--- src/rtl/uart_rx_pkg.sv ---
// Shared types and constants for the UART receive frame controller.
// State encoding, parity selector values and the prescale floor live here.
package uart_rx_pkg;

  typedef enum logic [2:0] {
    IDLE,
    START,
    DATA,
    PARITY,
    STOP
  } rx_state_e;

  localparam logic PAR_EVEN = 1'b0;
  localparam logic PAR_ODD  = 1'b1;

  localparam logic [4:0] MIN_PRESCALE = 5'd5;

endpackage

--- src/rtl/uart_rx_data_sampler.sv ---
// Captures RX_IN three times around the middle of each bit and majority-votes
// the captures, so a single noisy cycle near mid-bit cannot flip the result.
module uart_rx_data_sampler (
  input  logic       CLK,
  input  logic       Reset,
  input  logic       RX_IN,
  input  logic [4:0] edge_count,
  input  logic [4:0] Prescale,
  output logic       sampled_bit
);

  logic [4:0] mid;
  logic [2:0] samples_q;
  logic [2:0] samples_d;

  assign mid = Prescale >> 1;

  always_comb begin
    samples_d = samples_q;
    if (edge_count == mid - 5'd1) samples_d[0] = RX_IN;
    if (edge_count == mid)        samples_d[1] = RX_IN;
    if (edge_count == mid + 5'd1) samples_d[2] = RX_IN;
  end

  always_ff @(posedge CLK or posedge Reset) begin
    if (Reset) begin
      samples_q <= 3'b000;
    end else begin
      samples_q <= samples_d;
    end
  end

  assign sampled_bit = (samples_q[0] & samples_q[1]) |
                       (samples_q[0] & samples_q[2]) |
                       (samples_q[1] & samples_q[2]);

endmodule

--- src/rtl/uart_rx_frame_ctrl.sv ---
// UART receive frame FSM: detects the start bit, shifts data in LSB first,
// checks optional parity and the stop bit, and pulses Data_Valid on a good frame.
module uart_rx_frame_ctrl
  import uart_rx_pkg::*;
#(
  parameter int DATA_WIDTH = 8
) (
  input  logic                  CLK,
  input  logic                  Reset,
  input  logic                  RX_IN,
  input  logic [4:0]            Prescale,
  input  logic                  PAR_EN,
  input  logic                  PAR_TYP,
  input  logic [4:0]            edge_count,
  input  logic [3:0]            bit_count,
  input  logic                  Last_edge,
  output logic                  count_EN,
  output logic [DATA_WIDTH-1:0] P_DATA,
  output logic                  Data_Valid,
  output logic                  Parity_Error,
  output logic                  Stop_Error
);

  localparam logic [3:0] LAST_DATA_BIT = 4'(DATA_WIDTH);

  rx_state_e             state_q, state_d;
  logic [DATA_WIDTH-1:0] shift_q, shift_d;
  logic [DATA_WIDTH-1:0] pdata_q, pdata_d;
  logic                  valid_q, valid_d;
  logic                  perr_q, perr_d;
  logic                  serr_q, serr_d;
  logic [4:0]            prescale_q, prescale_d;
  logic                  par_en_q, par_en_d;
  logic                  par_typ_q, par_typ_d;
  logic                  sampled_bit;
  logic                  par_expected;

  uart_rx_data_sampler u_sampler (
    .CLK         (CLK),
    .Reset       (Reset),
    .RX_IN       (RX_IN),
    .edge_count  (edge_count),
    .Prescale    (prescale_q),
    .sampled_bit (sampled_bit)
  );

  assign par_expected = (par_typ_q == PAR_ODD) ? ~^shift_q : ^shift_q;

  // Every bit decision waits for Last_edge so the majority vote has settled.
  always_comb begin
    state_d    = state_q;
    shift_d    = shift_q;
    pdata_d    = pdata_q;
    valid_d    = 1'b0;
    perr_d     = perr_q;
    serr_d     = serr_q;
    prescale_d = prescale_q;
    par_en_d   = par_en_q;
    par_typ_d  = par_typ_q;
    case (state_q)
      IDLE: begin
        if (!RX_IN) begin
          state_d    = START;
          prescale_d = Prescale;
          par_en_d   = PAR_EN;
          par_typ_d  = PAR_TYP;
          perr_d     = 1'b0;
          serr_d     = 1'b0;
        end
      end
      START: begin
        if (Last_edge) state_d = sampled_bit ? IDLE : DATA;
      end
      DATA: begin
        if (Last_edge) begin
          shift_d = (shift_q >> 1) | (DATA_WIDTH'(sampled_bit) << (DATA_WIDTH - 1));
          if (bit_count == LAST_DATA_BIT) state_d = par_en_q ? PARITY : STOP;
        end
      end
      PARITY: begin
        if (Last_edge) begin
          if (sampled_bit != par_expected) perr_d = 1'b1;
          state_d = STOP;
        end
      end
      STOP: begin
        if (Last_edge) begin
          if (!sampled_bit) begin
            serr_d = 1'b1;
          end else if (!perr_q) begin
            pdata_d = shift_q;
            valid_d = 1'b1;
          end
          state_d = IDLE;
        end
      end
      default: state_d = IDLE;
    endcase
  end

  always_ff @(posedge CLK or posedge Reset) begin
    if (Reset) begin
      state_q    <= IDLE;
      shift_q    <= '0;
      pdata_q    <= '0;
      valid_q    <= 1'b0;
      perr_q     <= 1'b0;
      serr_q     <= 1'b0;
      prescale_q <= MIN_PRESCALE;
      par_en_q   <= 1'b0;
      par_typ_q  <= PAR_EVEN;
    end else begin
      state_q    <= state_d;
      shift_q    <= shift_d;
      pdata_q    <= pdata_d;
      valid_q    <= valid_d;
      perr_q     <= perr_d;
      serr_q     <= serr_d;
      prescale_q <= prescale_d;
      par_en_q   <= par_en_d;
      par_typ_q  <= par_typ_d;
    end
  end

  assign count_EN     = (state_q != IDLE);
  assign P_DATA       = pdata_q;
  assign Data_Valid   = valid_q;
  assign Parity_Error = perr_q;
  assign Stop_Error   = serr_q;

endmodule

--- config.mk ---
export PLATFORM = sky130hd
export DESIGN_NAME = uart_rx_frame_ctrl
export DESIGN_NICKNAME = d
export VERILOG_FILES = /design/src/rtl/uart_rx_pkg.sv /design/src/rtl/uart_rx_data_sampler.sv /design/src/rtl/uart_rx_frame_ctrl.sv
export SDC_FILE = /design/constraint.sdc
export NUM_CORES = 1
export LEC_CHECK = 0
export CAP_MARGIN = 25
export CORE_MARGIN = 2
export CORE_UTILIZATION = 54
export CTS_CLUSTER_SIZE = 30
export DETAILED_ROUTE_END_ITERATION = 10
export PLACE_DENSITY = 0.9
export SETUP_SLACK_MARGIN = 0.05
export SYNTH_ARGS = -nofsm -noshare
export SYNTH_HDL_FRONTEND = slang
export SYNTH_SLANG_ARGS = --single-unit
--- constraint.sdc ---
create_clock -name CLK -period 6.05 [get_ports CLK]
set_clock_uncertainty 0.1 [all_clocks]
set_input_delay 0.605 -clock CLK [delete_from_list [all_inputs] [get_ports CLK]]
set_output_delay 0.605 -clock CLK [all_outputs]
set_load 0.05 [all_outputs]
## Word level (Yosys, flattened, before mapping)

Cells that the tools add are included.
Widths: inputs -> output; s select.

| word-level totals | value |
|---|---|
| bits in registers | 32 |
| latch bits | 0 |
| bits in writable memories | 0 |
| ROM bits | 0 |
| output and inout bits | 12 |
| word-level logic and storage cells | 72 |
| memories | 0 |

| cells by class | value |
|---|---|
| add/subtract/negate cells | 2 |
| multiply operators | 0 |
| div/mod/pow operators | 0 |
| order comparisons | 0 |
| equality and inequality tests | 17 |
| shifts and indexed selects | 0 |
| muxes and demuxes | 21 |
| bitwise operators | 8 |
| reductions and logical operators | 12 |

Operators with widths:

| kind | count |
|---|---|
| $mux 3 | 7 |
| $ne 2x2->1 const B | 8 |
| $pmux 3 s5 | 1 |
| $reduce_and 4->1 | 3 |
| $eq 5x5->1 | 2 |
| $mux 1 | 10 |
| $or 7x8->8 | 1 |
| $reduce_xnor 8->1 | 1 |
| $reduce_xor 8->1 | 1 |
| $eq 3x2->1 const B | 2 |
| $reduce_and 6->1 | 1 |
| $add 4x1->5 const B | 1 |
| $eq 5x4->1 | 1 |
| $sub 4x1->5 const B | 1 |
| $eq 4x4->1 const B | 1 |
| $pmux 1 s2 | 2 |
| $reduce_and 2->1 | 2 |
| $reduce_bool 2->1 | 2 |
| $and 1x1->1 | 3 |
| $eq 3x1->1 const B | 1 |
| $eq 3x3->1 const B | 1 |
| $logic_not 3->1 | 1 |
| $reduce_bool 3->1 | 1 |
| $mux 2 | 1 |
| 3 further kinds | 5 |

## Longest topological paths before layout

Gate-level depths: netlist of the first run.

| logic depth | value |
|---|---|
| depth after elaboration | 7 |
| depth in mapped cells | 7 |
| mapped depth without buffers | 7 |

## Modules after synthesis

Synthesis of the first run repeated with hierarchy kept, for this count alone.

| unflattened totals | value |
|---|---|
| cell total of the unflattened synthesis | 141 |
| area, all modules | 1687.9 µm² |

By module, submodules not included:

| module | times used | cells each | area an instance (µm²) | sequential area each (µm²) |
|---|---|---|---|---|
| uart_rx_frame_ctrl | 1 | 94 | 1280.0 | 728.2 |
| uart_rx_data_sampler | 1 | 47 | 407.9 | 75.1 |

## Worst setup path before layout of the first run

No wires, ideal clock.

| timing | value |
|---|---|
| kind | register -> register |
| from | register prescale_q[1] |
| to | register u_sampler.samples_q[0] |
| setup time | 0.128 ns |
| arrival | 1.976 ns |
| required time | 5.822 ns |
| path slack | 3.847 ns |
| cell stages (with the launch flop) | 8 |
| period minus slack after synthesis | 2.203 ns |
| cells stage by stage | dfrtp_1 -> inv_1 -> ha_1 -> or2b_1 -> xnor2_1 -> or3_1 -> a2111oi_2 -> mux2_1 |

| on the way | value |
|---|---|
| longest elaborated chain between the ends | 2 |

Ends and longest elaborated chain:

| what | RTL line | text |
|---|---|---|
| from (decl) | uart_rx_frame_ctrl.sv:32 | `logic [4:0] prescale_q, prescale_d;` |
| from (signal assigned) | uart_rx_frame_ctrl.sv:119 | `prescale_q <= prescale_d;` |
| $sub 4x1->5 | uart_rx_data_sampler.sv:20 | `if (edge_count == mid - 5'd1) samples_d[0] = RX_IN;` |
| $eq 5x5->1 | uart_rx_data_sampler.sv:20 |  |
| to (signal assigned) | uart_rx_data_sampler.sv:29 | `samples_q <= samples_d;` |
| to (decl) | uart_rx_data_sampler.sv:13 | `logic [2:0] samples_q;` |

No other way between the ends.
A chain may end at the register's enable or synchronous reset.

## Final worst setup path of the first run

| timing | value |
|---|---|
| from | register state_q[0] |
| to | output port count_EN |

| on the way | value |
|---|---|
| longest elaborated chain between the ends | 1 |

Ends and longest elaborated chain:

| what | RTL line | text |
|---|---|---|
| from (decl) | uart_rx_frame_ctrl.sv:26 | `rx_state_e state_q, state_d;` |
| from (signal assigned) | uart_rx_frame_ctrl.sv:113 | `state_q <= state_d;` |
| $reduce_bool 3->1 | uart_rx_frame_ctrl.sv:125 | `assign count_EN = (state_q != IDLE);` |
| to (decl) | uart_rx_frame_ctrl.sv:17 | `output logic count_EN,` |

No other way between the ends.

==> flow_summary.ini, run 1 <==
[worst_hold_path]
hold_end = P_DATA[3]$_DFFE_PP0P_
hold_path.class = flop to flop
worstHoldStart = P_DATA[3]$_DFFE_PP0P_
hold_depth = 2

[drt]
vias = 1197
route.detailed.drc = 0
vias_per_cell = 5.516
met3_length_microns = 172
met1_length_mm = 1.342
initialDrtViolationCount = 25
drtAntennaViolNets = 0
first_pass_iters = 4
met2_length_mm = 1.622
totalWireLength_mm = 3.156
post_drt_wl_per_cell_microns = 14.54
routed.top_layer = met4

[floorplanning]
fp.dieH_microns = 57.67
start_util = 0.5640
die_area_sq_um = 3325
core_area_sq_um = 2758
row_count = 19
io_pins = 32
die_w_microns = 57.67

[clock_network]
clock-root-buffer = clkbuf_4
cts.sinks = 31
h-tree-depth = 2
path_clk_slew_ps = 90
cts_setup_buffers = 0
hold_buffers = 0
worstSkewPairLatency_ps = 330
cts_tree = built
cts_resized = 0
cts_buffers = 5
cts_buffer_depth = 2

[synth]
synthArstFlopShare = 1.000
synth_seq_area_share = 0.4996
ys.flop_type = dfrtp_1
ys_ff_latch = 31
synthCells = 149
avgSynthCellArea_sq_um = 10.44
yosys.area.top_type = dfrtp_1
synth_most_common_cell = nand2_1
synth_top_area_frac = 0.4827
yosysWarnings = 0
synth_edf_count = 0
synthesis.area_sq_um = 1555
synth_top_cells_by_count = 34 x nand2_1, 30 x dfrtp_1, 14 x mux2_1
synth_top_cells_by_area = dfrtp_1 48%, mux2_1 10%, nand2_1 8.2%
synth_nets = 171
synth_cell_types = 37

[grt]
grt_max_degree = 27
grt_pass1_vias = 1221
overflow = 0
track_usage = 0.2120
antenna_found_initial = 0
grt_pass1_wl_mm = 5.264

[worst_setup_path]
crit_fanout = 7
r2r_slack_ps = 3640
rr_worst_depth = 7
crit_chain = or3_1 > clkdlybuf4s50_1
rr_endpoint = u_sampler.samples_q[0]$_DFFE_PP0N_
crit_required_ps = 5340
crit_type = flop to output port
cp_top_family = buffers and inverters
slowest_delay_ps = 720
r2r-start = prescale_q[1]$_DFFE_PP0P_
critPathSlowestCell = clkdlybuf4s50_1
critPathCaptureType = output port
critPathBufInv = 1
cp-startpoint = state_q[0]$_DFFE_PP0P_
start_kind = flop
crit_arrival_ps = 1930

[sta]
worstMarginPinSlew_ps = 648.6
report.final.slew_viol_count = 0
hold_ws_ps = 390.3
rsz0062_at_grt = no
slew_headroom = 0.5657
post-route-min-period_ps = 2635
setup_viol = 0
final.period_utilization = 0.4355
finalSetupTns_ps = 0
final_hold_viol_count = 0
fmax_ghz = 0.3796

[run]
drv_cap = 0

[pwr]
switching_share = 0.3948
p_comb_frac = 0.430
power.density_nw_per_um2 = 422.9
power_frac_clock = 0.163
p_seq_frac = 0.407
internal_power_mw = 0.5044
power_switching_mw = 0.3291
ir_drop_mv = 0.2657
leakage_nw = 0.9014

[final_layout]
drive_gt1_frac = 0.08065
stdcell_count = 217
diodes = 0
nFillCells = 192
area_growth_pct = 26.71
fin_nets = 207

[outcome]
outcome = finished, final reports clean

[place]
dpl.cell_count = 209
place_hpwl_mm = 2.382
place.gp.congestion = 0.9417
io_buffers = 30
## worst max-delay path by stage
stage	slack (ps)	endpoint	cells after the start
after floorplan	3850	u_sampler.samples_q[0]$_DFFE_PP0N_	7
after global placement	3540	u_sampler.samples_q[0]$_DFFE_PP0N_	5
after detailed placement	3490	u_sampler.samples_q[0]$_DFFE_PP0N_	5
after CTS	3410	count_EN	2
after global routing	3360	count_EN	2
final	3420	count_EN	2
## logic make-up (layout without fill, tap and decap cells)
group	count (synthesis)	count (layout)	share of synthesized area
mux	14	14	0.1014
flops	31	31	0.4996
xor+xnor	18	18	0.1014
fa+ha+maj	3	3	0.02252
buf+inv	8	45	0.02252
simple gates	60	60	0.1883
compound gates	15	15	0.06436
## flip-flops by register name, summed over array words and instances, names as in the netlist, 3 cells and up
name / flops
prescale_q: 4
state_q: 3
u_sampler.samples_q: 3
P_DATA: 8
shift_q: 8
## power groups by stage
stage	Combinational, mW	Sequential, mW	Clock (mW)
floorplan	0.271	0.340	0
global placement	0.341	0.336	0
detailed placement	0.359	0.342	0
CTS	0.361	0.338	0.140
global route	0.393	0.349	0.151
finish	0.358	0.339	0.136
## layout make-up
class / instances / area (sq um) / area share
Timing Repair Buffer: 31 / 320.3 / 0.1625
Tap cell: 31 / 38.79 / 0.01968
Clock buffer: 8 / 68.82 / 0.03492
Inverter: 6 / 22.52 / 0.01143
Multi-Input combinational cell: 110 / 743.2 / 0.3771
Sequential cell: 31 / 777.0 / 0.3943
## tightest hold or removal path: cells and delay by family (launching register included)
family	cells	cell delay, ps
simple gates	2	110
flops	1	360
## placed cells by master, fill, tap and decap left out, types with 2 or more instances in the layout
cell and count:
nand2_1 34, dfrtp_1 30, clkdlybuf4s50_1 30, mux2_1 14, xnor2_1 11, o21ai_0 7, xor2_1 7, inv_1 5
nor2_1 5, clkbuf_4 5, or3_1 2, nor2b_1 2, nand4_1 2, nand2b_1 2, a21oi_1 2, nor3_1 2
ha_1 2, clkbuf_8 2
## stage by stage
| step | total power [mW] | worst slack (ps) | instance area, sq um | util |
|---|---|---|---|---|
| 2_1_floorplan | 0.6103 | 3847 | 1555 | - |
| 3_3_place_gp | 0.6773 | 3543 | 1882 | 0.6824 |
| 3_5_place_dp | 0.7008 | 3485 | 1902 | 0.6897 |
| 4_1_cts | 0.8384 | 3407 | 1971 | 0.7146 |
| 5_1_grt | 0.8927 | 3365 | 1971 | 0.7146 |
| 6_report | 0.8334 | 3415 | 1971 | 0.7146 |
## per-layer routing
| metal | global-route usage | vias up |
|---|---|---|
| met4 | 0.08970 | 0 |
| met2 | 0.3571 | 42 |
| li1 | - | 573 |
| met1 | 0.2477 | 580 |
| met3 | 0.07143 | 2 |
| met5 | 0 | - |
Power figures use the tool's default switching activity.
==> inputs of run 2 (changes only) <==
--- a/config.mk
+++ b/config.mk
@@ -7,10 +7,10 @@
 export LEC_CHECK = 0
 export CAP_MARGIN = 25
 export CORE_MARGIN = 2
-export CORE_UTILIZATION = 54
+export CORE_UTILIZATION = 50
 export CTS_CLUSTER_SIZE = 30
 export DETAILED_ROUTE_END_ITERATION = 10
-export PLACE_DENSITY = 0.9
+export PLACE_DENSITY = 0.84
 export SETUP_SLACK_MARGIN = 0.05
 export SYNTH_ARGS = -nofsm -noshare
 export SYNTH_HDL_FRONTEND = slang
==> constraint.sdc (replaced) <==
create_clock -name CLK -period 2.7 [get_ports CLK]
set_clock_uncertainty 0.1 [all_clocks]
set_input_delay 0.27 -clock CLK [delete_from_list [all_inputs] [get_ports CLK]]
set_output_delay 0.27 -clock CLK [all_outputs]
set_load 0.05 [all_outputs]
==> flow_summary.ini, run 2 (same netlist as run 1, synthesis figures left out) <==
[grt]
grt_pass1_vias = 1234
grt_pass1_wl_mm = 5.492
track_usage = 0.2115
grt_max_degree = 32
overflow = 0
antenna_found_initial = 0

[worst_hold_path]
hold_path.class = input port to asynchronous set/reset pin

[worst_setup_path]
critPathBufInv = 1
crit_arrival_ps = 2500
crit_type = flop to flop
crit_fanout = 4
start_kind = flop
crit_chain = inv_1 > ha_1 > or2b_1 > xnor2_1 > or3_1 > a2111oi_2 > mux2_1
critPathCaptureType = flop
slowest_delay_ps = 440
crit_required_ps = 2820
critPathSlowestCell = dfrtp_1
cp_top_family = simple AND/OR/NAND/NOR gates

[clock_network]
cts_buffer_depth = 2
hold_buffers = 0
cts_tree = built
cts_buffers = 5
clock-root-buffer = clkbuf_4
worstSkewPairLatency_ps = 330
path_clk_slew_ps = 100
cts.sinks = 31
cts_resized = 0
h-tree-depth = 2
cts_setup_buffers = 0

[drt]
totalWireLength_mm = 3.239
first_pass_iters = 4
vias_per_cell = 5.434
post_drt_wl_per_cell_microns = 14.79
drtAntennaViolNets = 0
route.detailed.drc = 0
initialDrtViolationCount = 46
vias = 1190

[floorplanning]
die_area_sq_um = 3572
io_pins = 32
row_count = 20
die_w_microns = 59.77
fp.dieH_microns = 59.77
start_util = 0.5179
core_area_sq_um = 3003

[sta]
final.period_utilization = 0.8816
slew_headroom = 0.5856
fmax_ghz = 0.4201
rsz0062_at_grt = no
setup_viol = 0
finalSetupTns_ps = 0
worstMarginPinSlew_ps = 619.0
post-route-min-period_ps = 2380
hold_ws_ps = 213.8
report.final.slew_viol_count = 0
final_hold_viol_count = 0

[pwr]
leakage_nw = 0.9065
power_switching_mw = 0.7499
p_comb_frac = 0.415
switching_share = 0.3857
power_frac_clock = 0.193
p_seq_frac = 0.392
internal_power_mw = 1.194
ir_drop_mv = 0.4585
power.density_nw_per_um2 = 982.8

[run]
drv_cap = 0

[place]
post_dp_cell_area_sq_um = 1892
io_buffers = 30
place_hpwl_mm = 2.422
place.gp.congestion = 0.9353
dpl.cell_count = 211

[final_layout]
diodes = 0
area_growth_pct = 27.19
mostFrequentLayoutCells = 34 x nand2_1, 30 x dfrtp_1, 30 x clkdlybuf4s50_1
final_cell_area_sq_um = 1978
stdcell_count = 219
drive_gt1_frac = 0.08602
final_common_cell = nand2_1
fin_nets = 207

[outcome]
outcome = finished, final reports clean
-- run 2: cell count changes in the layout (fill, tap and decap cells not counted), sizes merged --
cell    delta
bufinv     +1
clkbuf     -2
clkinv     +1
-- run 2: final timing paths --
kind / from / end / cells past startpoint / slack, ps
setup / recovery: prescale_q[1]$_DFFE_PP0P_ / u_sampler.samples_q[0]$_DFFE_PP0N_ / 7 / 320
hold / removal: Reset / shift_q[3]$_DFFE_PP0P_ / 3 / 210
setup reg to reg: prescale_q[1]$_DFFE_PP0P_ / u_sampler.samples_q[0]$_DFFE_PP0N_ / 7 / 320
hold reg to reg: P_DATA[4]$_DFFE_PP0P_ / P_DATA[4]$_DFFE_PP0P_ / 2 / 380
max in group asynchronous: Reset / prescale_q[2]$_DFFE_PP1P_ / 3 / 1970
min in group CLK: P_DATA[4]$_DFFE_PP0P_ / P_DATA[4]$_DFFE_PP0P_ / 2 / 380
-- run 2: final cells by class --
type | count | area [sq um]
timing repair buffer | 31 | 307.8
fill | 245 | 1025
sequential | 31 | 777.0
inverter | 6 | 22.52
tap | 33 | 41.29
multi-input combinational | 110 | 743.2
clock buffer | 6 | 51.30
clock inverter | 2 | 35.03
-- run 2: metrics by stage --
| step | setup WS [ps] | utilization | power [mW] |
|---|---|---|---|
| 6_report | 319.6 | 0.6588 | 1.944 |
| 3_5_place_dp | 333.0 | 0.6300 | 1.572 |
| 3_3_place_gp | 420.4 | 0.6300 | 1.519 |
| 2_1_floorplan | 496.6 | - | 1.368 |
| 4_1_cts | 303.8 | 0.6588 | 1.957 |
| 5_1_grt | 160.8 | 0.6588 | 2.079 |
-- run 2: worst reg2reg max path, delay by kind of cell, from the launching register on --
| kind | cells | cell delay [ps] |
|---|---|---|
| buf+inv | 1 | 140 |
| mux | 1 | 350 |
| fa+ha+maj | 1 | 200 |
| simple gates | 2 | 570 |
| compound gates | 1 | 360 |
| xor+xnor | 1 | 120 |
| flops | 1 | 440 |
-- run 2: power groups by stage --
stage | logic [mW] | registers (mW) | clock network, mW
5_1_grt | 0.887 | 0.784 | 0.408
3_3_place_gp | 0.766 | 0.753 | 0
3_5_place_dp | 0.803 | 0.769 | 0
2_1_floorplan | 0.606 | 0.761 | 0
6_report | 0.807 | 0.761 | 0.376
4_1_cts | 0.812 | 0.760 | 0.384
-- run 2: metal layers --
layer / global-route usage / wire length, microns / vias up
met5: 0 / 0 / -
met4: 0.1016 / 63 / 0
met3: 0.05411 / 113 / 7
met2: 0.3773 / 1755 / 22
met1: 0.2308 / 1307 / 583
li1: - / - / 578
==> inputs of run 3 (changes only) <==
--- a/config.mk
+++ b/config.mk
@@ -10,7 +10,7 @@
 export CORE_UTILIZATION = 50
 export CTS_CLUSTER_SIZE = 30
 export DETAILED_ROUTE_END_ITERATION = 10
-export PLACE_DENSITY = 0.84
+export PLACE_DENSITY_LB_ADDON = 0.08
 export SETUP_SLACK_MARGIN = 0.05
 export SYNTH_ARGS = -nofsm -noshare
 export SYNTH_HDL_FRONTEND = slang
==> flow_summary.ini, run 3 (same netlist as run 1, synthesis figures left out) <==
[final_layout]
mostFrequentLayoutCells = 34 x nand2_1, 30 x dfrtp_1, 30 x clkdlybuf4s50_1
final_common_cell = nand2_1
area_growth_pct = 26.31
diodes = 0
final_cell_area_sq_um = 1964
drive_gt1_frac = 0.08602
fin_nets = 207
fin_util = 0.6542
stdcell_count = 219

[worst_setup_path]
crit_chain = inv_1 > ha_1 > or2b_1 > xnor2_1 > or3_1 > a2111oi_2 > mux2_1
rr_worst_depth = 7
rr_endpoint = u_sampler.samples_q[0]$_DFFE_PP0N_
cp_top_family = simple AND/OR/NAND/NOR gates
r2r_slack_ps = 370
slowest_delay_ps = 440
r2r-start = prescale_q[1]$_DFFE_PP0P_
crit_required_ps = 2810
crit_fanout = 4
worst-path-stages = 7
start_kind = flop
critPathSlowestCell = dfrtp_1
critPathBufInv = 1
crit_arrival_ps = 2440
critPathCaptureType = flop
crit_type = flop to flop

[clock_network]
cts_tree = built
cts_setup_buffers = 0
hold_buffers = 0
cts_resized = 0
h-tree-depth = 2
cts_buffers = 5
cts.sinks = 31
clock-root-buffer = clkbuf_4
worstSkewPairLatency_ps = 320
cts_buffer_depth = 2
path_clk_slew_ps = 100

[grt]
antenna_found_initial = 0
grt_pass1_vias = 1186
overflow = 0
track_usage = 0.1918
grt_pass1_wl_mm = 5.092
grt_max_degree = 22

[floorplanning]
fp.dieH_microns = 59.77
die_area_sq_um = 3572
die_w_microns = 59.77
row_count = 20
core_area_sq_um = 3003
start_util = 0.5179
io_pins = 32

[sta]
hold_ws_ps = 134.4
setup_slack_ps = 366.1
fmax_ghz = 0.4285
finalSetupTns_ps = 0
worstMarginPinSlew_ps = 628.1
report.final.slew_viol_count = 0
final.period_utilization = 0.8644
slew_headroom = 0.5795
rsz0062_at_grt = no
post-route-min-period_ps = 2334
setup_viol = 0
final_hold_viol_count = 0

[place]
place_hpwl_mm = 2.268
place_ws_ps = 372.3
io_buffers = 30
place.gp.congestion = 0.9454
post_dp_cell_area_sq_um = 1892
dpl.cell_count = 211

[pwr]
ir_drop_mv = 0.4454
leakage_nw = 0.8958
finalPower_mw = 1.854
power.density_nw_per_um2 = 944.1

[drt]
totalWireLength_mm = 2.950
route.detailed.drc = 0
vias = 1165
post_drt_wl_per_cell_microns = 13.47
drtAntennaViolNets = 0
first_pass_iters = 4
initialDrtViolationCount = 35
vias_per_cell = 5.320

[run]
drv_cap = 0

[worst_hold_path]
hold_path.class = input port to asynchronous set/reset pin

[outcome]
outcome = finished, final reports clean
run 3: changes by cell type in the layout (fill, tap and decap cells not counted), sizes merged:
cell and change:
bufinv -1, clkbuf +1, clkinv -1, clkinvlp +1
run 3: area by class of cell:
class,instances,area [sq um]
Clock buffer,7,65.06
Tap cell,33,41.29
Fill cell,252,1039
Multi-Input combinational cell,110,743.2
Timing Repair Buffer,31,307.8
Inverter,6,22.52
Clock inverter,1,7.507
Sequential cell,31,777.0
run 3: how the worst max path moves through the flow:
stage	end	from	slack [ps]
floorplan	u_sampler.samples_q[0]$_DFFE_PP0N_	prescale_q[1]$_DFFE_PP0P_	500
global placement	u_sampler.samples_q[0]$_DFFE_PP0N_	prescale_q[1]$_DFFE_PP0P_	430
detailed placement	u_sampler.samples_q[0]$_DFFE_PP0N_	prescale_q[1]$_DFFE_PP0P_	370
CTS	u_sampler.samples_q[0]$_DFFE_PP0N_	prescale_q[1]$_DFFE_PP0P_	370
global route	u_sampler.samples_q[0]$_DFFE_PP0N_	prescale_q[1]$_DFFE_PP0P_	220
finish	u_sampler.samples_q[0]$_DFFE_PP0N_	prescale_q[1]$_DFFE_PP0P_	370
run 3: layer usage:
layer	share of wire	wire length (microns)	track usage	vias up
met2	0.51	1490	0.3152	23
li1	-	-	-	579
met4	0.022	64	0.08889	0
met1	0.44	1300	0.2360	556
met3	0.033	96	0.04762	7
met5	0	0	0	-
run 3: report_power, final:
part | internal, mW | switching, mW | total (mW) | leakage, nW
Clock | 0.152 | 0.154 | 0.306 | 0.0375
Sequential | 0.602 | 0.152 | 0.754 | 0.407
Combinational | 0.374 | 0.420 | 0.794 | 0.451
Total | 1.13 | 0.727 | 1.85 | 0.896
